[src/rtl/pipe_hazard_ctrl.sv]
// rtl/pipe_hazard_ctrl.sv - hold/flush sequencing controller for the 5-stage pipeline
//
// Generates the hold and flush controls for the PC, IF/ID, ID/EX, EX/MEM and
// MEM/WB registers. It handles load-use stalls, EX-stage redirects,
// multi-cycle dmem waits and the timeout of hung dmem accesses.
//
// Optional build macro: PIPE_PERF_CNT_EN adds the stall_cnt, flush_cnt and
// mem_timeout_cnt performance counter outputs.
//
// Ports:
//   clk, rst                   clock, synchronous active-high reset
//   id_rs1/id_rs2              source registers of the instruction in ID
//   id_use_rs1/id_use_rs2      ID instruction actually reads rs1/rs2
//   ex_readMem, ex_rd          load type and destination of the instruction in EX
//   ex_redirect                taken branch or resolved jump in EX
//   mem_req, mem_ack           dmem access outstanding / completing this cycle
//   pc_hold .. memwb_flush     per-register hold and bubble controls
//   mem_err                    one-cycle pulse when a dmem access is aborted
//   state_o                    current FSM state (0 RUN, 1 MEM_WAIT, 2 REDIRECT)
//   stall_cnt, flush_cnt,
//   mem_timeout_cnt            performance counters (PIPE_PERF_CNT_EN only)

module pipe_hazard_ctrl #(
    parameter int unsigned REDIRECT_BUBBLES = 1,
    parameter int unsigned MEM_TIMEOUT      = 64
) (
    input  logic        clk,
    input  logic        rst,
    input  logic [4:0]  id_rs1,
    input  logic [4:0]  id_rs2,
    input  logic        id_use_rs1,
    input  logic        id_use_rs2,
    input  logic [2:0]  ex_readMem,
    input  logic [4:0]  ex_rd,
    input  logic        ex_redirect,
    input  logic        mem_req,
    input  logic        mem_ack,
    output logic        pc_hold,
    output logic        ifid_hold,
    output logic        ifid_flush,
    output logic        idex_hold,
    output logic        idex_flush,
    output logic        exmem_hold,
    output logic        exmem_flush,
    output logic        memwb_flush,
    output logic        mem_err,
`ifdef PIPE_PERF_CNT_EN
    output logic [31:0] stall_cnt,
    output logic [31:0] flush_cnt,
    output logic [15:0] mem_timeout_cnt,
`endif
    output logic [1:0]  state_o
);

    localparam logic [1:0] ST_RUN      = 2'd0;
    localparam logic [1:0] ST_MEM_WAIT = 2'd1;
    localparam logic [1:0] ST_REDIRECT = 2'd2;

    logic [1:0] r_state;
    logic [6:0] r_wait_cnt;
    logic [2:0] r_bub_cnt;

    logic       w_memstall;
    logic       w_loaduse;
    logic       w_abort;

    assign w_memstall = mem_req & ~mem_ack;

    // x0 is never a real dependency, so a load to x0 must not stall.
    assign w_loaduse = (ex_readMem != 3'd0) && (ex_rd != 5'd0) &&
                       ((id_use_rs1 && (id_rs1 == ex_rd)) ||
                        (id_use_rs2 && (id_rs2 == ex_rd)));

    // Abort on the MEM_TIMEOUT-th consecutive unacked cycle; the counter
    // holds the number of unacked cycles already seen.
    assign w_abort = (MEM_TIMEOUT != 0) && w_memstall &&
                     ((32'(r_wait_cnt) + 32'd1) == MEM_TIMEOUT);

    always_comb begin
        pc_hold     = 1'b0;
        ifid_hold   = 1'b0;
        ifid_flush  = 1'b0;
        idex_hold   = 1'b0;
        idex_flush  = 1'b0;
        exmem_hold  = 1'b0;
        exmem_flush = 1'b0;
        memwb_flush = 1'b0;
        mem_err     = 1'b0;
        if (rst) begin
            ifid_flush  = 1'b1;
            idex_flush  = 1'b1;
            exmem_flush = 1'b1;
            memwb_flush = 1'b1;
        end else if (w_abort) begin
            mem_err     = 1'b1;
            exmem_flush = 1'b1;
            memwb_flush = 1'b1;
        end else if (w_memstall) begin
            // Freeze everything up to EX/MEM; redirect and load-use in EX
            // stay visible and are acted on once the access completes.
            pc_hold     = 1'b1;
            ifid_hold   = 1'b1;
            idex_hold   = 1'b1;
            exmem_hold  = 1'b1;
            memwb_flush = 1'b1;
        end else if (ex_redirect) begin
            // Any load-use against the ID instruction is wrong-path.
            ifid_flush  = 1'b1;
            idex_flush  = 1'b1;
        end else if (w_loaduse) begin
            pc_hold     = 1'b1;
            ifid_hold   = 1'b1;
            idex_flush  = 1'b1;
        end else if (r_state == ST_REDIRECT) begin
            ifid_flush  = 1'b1;
        end
    end

    always_ff @(posedge clk) begin
        if (rst) begin
            r_state    <= ST_RUN;
            r_wait_cnt <= 7'd0;
            r_bub_cnt  <= 3'd0;
        end else if (w_abort) begin
            r_state    <= ST_RUN;
            r_wait_cnt <= 7'd0;
        end else if (w_memstall) begin
            r_state <= ST_MEM_WAIT;
            if (r_wait_cnt != 7'h7f) begin
                r_wait_cnt <= r_wait_cnt + 7'd1;
            end
        end else begin
            r_wait_cnt <= 7'd0;
            if (ex_redirect) begin
                // Bubbles cover the imem latency of the redirected fetch.
                if (REDIRECT_BUBBLES != 0) begin
                    r_state   <= ST_REDIRECT;
                    r_bub_cnt <= 3'(REDIRECT_BUBBLES);
                end else begin
                    r_state <= ST_RUN;
                end
            end else if (r_state == ST_REDIRECT) begin
                r_bub_cnt <= r_bub_cnt - 3'd1;
                if (r_bub_cnt <= 3'd1) begin
                    r_state <= ST_RUN;
                end
            end else begin
                r_state <= ST_RUN;
            end
        end
    end

    assign state_o = r_state;

`ifdef PIPE_PERF_CNT_EN
    logic [31:0] r_stall_cnt;
    logic [31:0] r_flush_cnt;
    logic [15:0] r_mem_timeout_cnt;

    always_ff @(posedge clk) begin
        if (rst) begin
            r_stall_cnt       <= 32'd0;
            r_flush_cnt       <= 32'd0;
            r_mem_timeout_cnt <= 16'd0;
        end else begin
            if (pc_hold) begin
                r_stall_cnt <= r_stall_cnt + 32'd1;
            end
            if (ex_redirect) begin
                r_flush_cnt <= r_flush_cnt + 32'd1;
            end
            if (mem_err) begin
                r_mem_timeout_cnt <= r_mem_timeout_cnt + 16'd1;
            end
        end
    end

    assign stall_cnt       = r_stall_cnt;
    assign flush_cnt       = r_flush_cnt;
    assign mem_timeout_cnt = r_mem_timeout_cnt;
`endif

endmodule

[config.mk]
export PLATFORM = sky130hd
export DESIGN_NAME = pipe_hazard_ctrl
export DESIGN_NICKNAME = d
export VERILOG_FILES = /design/src/rtl/pipe_hazard_ctrl.sv
export SDC_FILE = /design/constraint.sdc
export NUM_CORES = 1
export LEC_CHECK = 0
export ABC_AREA = 0
export CAP_MARGIN = 20
export CORE_UTILIZATION = 45
export CTS_CLUSTER_DIAMETER = 120
export DETAILED_ROUTE_END_ITERATION = 8
export DONT_BUFFER_PORTS = 1
export RECOVER_POWER = 100
export SLEW_MARGIN = 40
export SYNTH_ARGS = -nofsm -noshare
export SYNTH_HDL_FRONTEND = slang
export SYNTH_SLANG_ARGS = --single-unit
[constraint.sdc]
create_clock -name clk -period 3.35 [get_ports clk]
set_input_delay 0.5025 -clock clk [delete_from_list [all_inputs] [get_ports clk]]
set_output_delay 0.5025 -clock clk [all_outputs]
set_load 0.05 [all_outputs]
### Word level (Yosys, flattened, before mapping)

Cells that the tools add are included.
W data, S select, Z words.

* register bits: 12
* bits of input ports: 25

* add/subtract/negate cells: 3
* order comparisons: 1
* eq/ne operators: 7
* mux-type cells: 29
* bitwise gates (word level): 4
* reductions and logical operators: 13

Operator list (count)
* $mux W1: 24
* $eq A5 B5 Y1: 2
* $add A7 B1 Y8 const B: 1
* $eq A8 B7 Y1 const B: 1
* $add A7 B1 Y7 const B: 1
* $ne A7 B7 Y1 const B: 1
* $mux W2: 3
* $mux W3: 2
* $reduce_or A3 Y1: 2
* $logic_and A1 B1 Y1: 5
* $reduce_bool A5 Y1: 1
* $ne A4 B3 Y1 const B: 1
* $le A3 B1 Y1 const B: 1
* $ne A3 B2 Y1 const B: 1
* $not A1 Y1: 3
* $reduce_and A3 Y1: 1
* $reduce_bool A3 Y1: 1
* $sub A3 B1 Y3 const B: 1
* $eq A2 B2 Y1 const B: 1
* $reduce_bool A2 Y1: 1
* $reduce_or A2 Y1: 1
* $and A1 B1 Y1: 1
* $logic_or A1 B1 Y1: 1

### Longest topological paths before layout

* word-level depth: 9
* gate-level depth with buffers: 5
* gate-level depth less buffers: 5

### Worst setup path after synthesis

OpenSTA, ideal clock, no wires.

* kind: input to output
* start point: in mem_ack
* end point: out pc_hold
* data arrival time: 2.577 ns
* slack: 0.271 ns
* stages: 5
* buffers on the path: 1
* cells stage by stage: nand2b_1 > nand2b_1 > or3_1 > o22ai_1 > buf_4

* longest elaborated chain between the ends: 5
* elaborated cells on any way between the ends: 6

Ends and longest elaborated chain
* start: declaration: line 37 `input logic mem_ack,`
* $not A1 Y1 *: line 67 `assign w_memstall = mem_req & ~mem_ack;`
* $and A1 B1 Y1 *: line 67
* $mux W1 / $logic_and A1 B1 Y1 (equally long branches)
* $mux W1 * (2 in series)
* end: declaration: line 38 `output logic pc_hold,`

Mark *: on every way between the ends. The rest lies on a longest branch, timed or not.

### Final worst setup path

* start point: reg r_wait_cnt[2]
* end point: out ifid_hold

* longest elaborated chain between the ends: 5

Ends and longest elaborated chain
* start: declaration: line 60 `logic [6:0] r_wait_cnt;`
* start signal: assignment: line 130 `r_wait_cnt <= r_wait_cnt + 7'd1;`
* $add A7 B1 Y8: line 77 `((32'(r_wait_cnt) + 32'd1) == MEM_TIMEOUT);`
* $eq A8 B7 Y1: line 77
* $logic_and A1 B1 Y1: line 76 `assign w_abort = (MEM_TIMEOUT != 0) && w_memstall &&`
* $mux W1: line 94 `end else if (w_abort) begin`
* $mux W1: line 89 `if (rst) begin`
* end: declaration: line 39 `output logic ifid_hold,`

No other way between the ends.

==> results by group <==
Timing
  • Hold Fails Final Rpt: 0
  • Post-route clock period utilization: 0.834
  • Slew @ Worst Pin: 600 ps
  • Final Critical Period: 2790 ps
  • Max Fclk: 358 MHz
  • Final Setup Violations: 0
  • Post-route setup TNS: 0 ps
  • Setup repair after global routing missed its margin: no
  • Fin. max-slew vios: 0
  • WHS: 293 ps
  • Worst Skew: 0.855 ps
  • Slew margin rel.: 0.602

Placed design
  • RePlAce Congestion: 0.743
  • PortBufs: 0
  • DP Wirelength: 1.22 mm

Synthesis
  • Cell Area, Synth: 787 um2
  • Net Count, Synth: 118
  • Synth Warn #: 0
  • Syn Inst Count: 90
  • Synth unique cells: 37
  • FF+latch count, synth: 12
  • Register area share after synthesis: 0.305
  • Average cell area after synthesis: 8.74 um2

Global routing
  • GRT Overall Usage: 0.191
  • First-pass GRT wire length: 2.75 mm
  • Initial antenna violation count: 0
  • GR Overflow Total: 0
  • Pin count of the biggest net entering global routing: 12
  • Vias in the first global route: 674

Floorplanning
  • Core Rows: 14
  • Boundary pin count: 36
  • Die Area: 0.00192 mm2
  • Starting density of the core: 0.499
  • Vert. Die Dim: 43.8 um
  • Core area: 0.00158 mm2
  • DIE WIDTH: 43.8 um

Routing
  • Number of remaining DRC errors: 1
  • Routed len/inst: 13.8 um
  • Initial DRC Count: 9
  • DRT Pass-1 Iters: 6
  • Detail Route Antenna Nets: 0
  • Vias post-DR: 673
  • Drt total wl: 1.54 mm
  • Via density: 6.01

Clocking
  • Clock sink count: 12
  • CTS Buf Count: 3
  • Clk Latency, worst-skew pair: 270 ps
  • CTS max path bufs: 2
  • Setup bufs post-CTS: 0
  • Resized cells post-CTS: 0
  • H-tree levels: 1
  • Clock transition at path regs: 80 ps
  • CTS Hold Bufs: 0
  • CTS root buf: clkbuf_4
  • CTS tree: done

Worst setup path
  • FF-to-FF Start: r_wait_cnt[2]$_SDFFE_PP0P_
  • Crit path launch type: flop
  • Worst Setup Path Type: reg -> out
  • CP endpoint kind: primary output
  • Critical path origin: r_wait_cnt[2]$_SDFFE_PP0P_
  • CP Data Required Time: 2850 ps
  • Crit Path Max Fanout: 10
  • Crit path DAT: 2290 ps

Power and ir drop
  • VDD IR-drop max: 0.226 mV
  • Pleak: 0.000302 uW
  • Power per cell area: 387 mW/mm2

Run
  • Max_cap viols: 0

Status
  • Status: finished with violations
  • Failing checks: DRC

Layout
  • Area growth, synth to finish: 8.59%
  • Ant. Diodes: 0
  • Layout cell share with drive strength beyond 1: 0.115
  • Nets: 125

Min path
  • Hold_sp: rst
  • Hold Crit Class: in -> reg
[where the power goes]
group | switching [uW] | internal (uW) | leakage [uW]
clock network | 48.6 | 66.0 | 0.0000210
logic | 39.2 | 21.6 | 0.000183
registers | 8.03 | 147 | 0.0000978
[path summary, 6_finish.rpt]
| kind | end | slack (ps) | depth (start not counted) |
|---|---|---|---|
| min | r_bub_cnt[0]$_SDFFE_PP0P_ | 290 | 1 |
| max reg2reg | r_wait_cnt[0]$_SDFFE_PP0P_ | 1560 | 4 |
| min reg2reg | r_bub_cnt[2]$_SDFFE_PP0P_ | 530 | 2 |
| max | ifid_hold | 560 | 5 |
[state kept, by name, indices dropped and copies added (netlist names)]
register / count
state_o: 2
r_bub_cnt: 3
r_wait_cnt: 7
[cells in the final DEF, fill, tap and decap left out, types with 2 or more instances in the layout]
master and n:
nor4_1 2, ha_1 3, xor2_1 9, a211oi_1 3, nand2_1 2, nand2b_1 3
mux2i_1 2, dfxtp_1 12, nor2b_1 2, nand3_1 3, a21oi_1 4, nor3_1 4
nor2_1 9, xnor2_1 5, or3_1 2, clkbuf_1 4, inv_1 2, clkbuf_4 3
[kinds of logic after synthesis]
logic type               share of synthesized area
multiplexers                                0.0254
XOR/XNOR                                     0.156
flip-flops                                   0.305
buffers and inverters                       0.0334
AND/OR/NAND/NOR                              0.261
adder cells (fa/ha/maj)                     0.0477
AO/OA/AOI/OAI                                0.172
[metal layers]
metal | GRT usage | wire length [um]
met5 | 0 | 0
met4 | 0.0750 | 13
met1 | 0.228 | 676
met3 | 0.0625 | 114
met2 | 0.313 | 737
[Yosys cell counts, drive strengths merged]
cell type / instances / area (um2)
or3: 2 / 12.5
nor4b: 1 / 8.76
mux2i: 2 / 20.0
nand2b: 3 / 18.8
xor2: 9 / 78.8
o31ai: 1 / 7.51
nand4: 1 / 6.26
and3: 2 / 13.8
ha: 3 / 37.5
clkbuf: 1 / 3.75
or4b: 1 / 13.8
inv: 2 / 7.51
o32ai: 1 / 8.76
nor3b: 1 / 7.51
a21oi: 5 / 36.3
a21o: 1 / 7.51
xnor2: 5 / 43.8
nor2: 10 / 37.5
or4: 1 / 7.51
o22a: 1 / 8.76
a211oi: 4 / 30.0
a31oi: 1 / 6.26
buf: 2 / 15.0
o22ai: 1 / 6.26
and2: 1 / 6.26
o21a: 1 / 7.51
a32oi: 1 / 8.76
o21bai: 1 / 7.51
nor3: 4 / 20.0
nand2: 2 / 7.51
nand3: 3 / 20.0
nor2b: 2 / 12.5
dfxtp: 12 / 240
nor4: 2 / 12.5
[metrics by stage]
step / area [um2] / util / power, uW / cells / worst slack [ps]
after floorplan: 787 / - / 213 / 90 / 271
after global placement: 845 / 0.536 / 222 / 108 / 957
after detailed placement: 845 / 0.536 / 222 / 108 / 961
after CTS: 881 / 0.559 / 339 / 112 / 658
after global routing: 855 / 0.542 / 353 / 112 / 419
final: 855 / 0.542 / 331 / 112 / 555
[area by class of cell]
class | count | area, um2
Fill cell | 153 | 722
Clock buffer | 4 | 36.3
Tap cell | 16 | 20.0
Timing Repair Buffer | 5 | 20.0
Multi-Input combinational cell | 73 | 531
Inverter | 2 | 7.51
Sequential cell | 12 | 240
[critical path, cell delays in order, from the launching register on]
cell,delay [ps]
dfxtp_1,390
nand3_1,180
or4b_1,620
a21oi_4,360
o22ai_2,150
clkbuf_1,320
(Power assumes the default switching activity.)
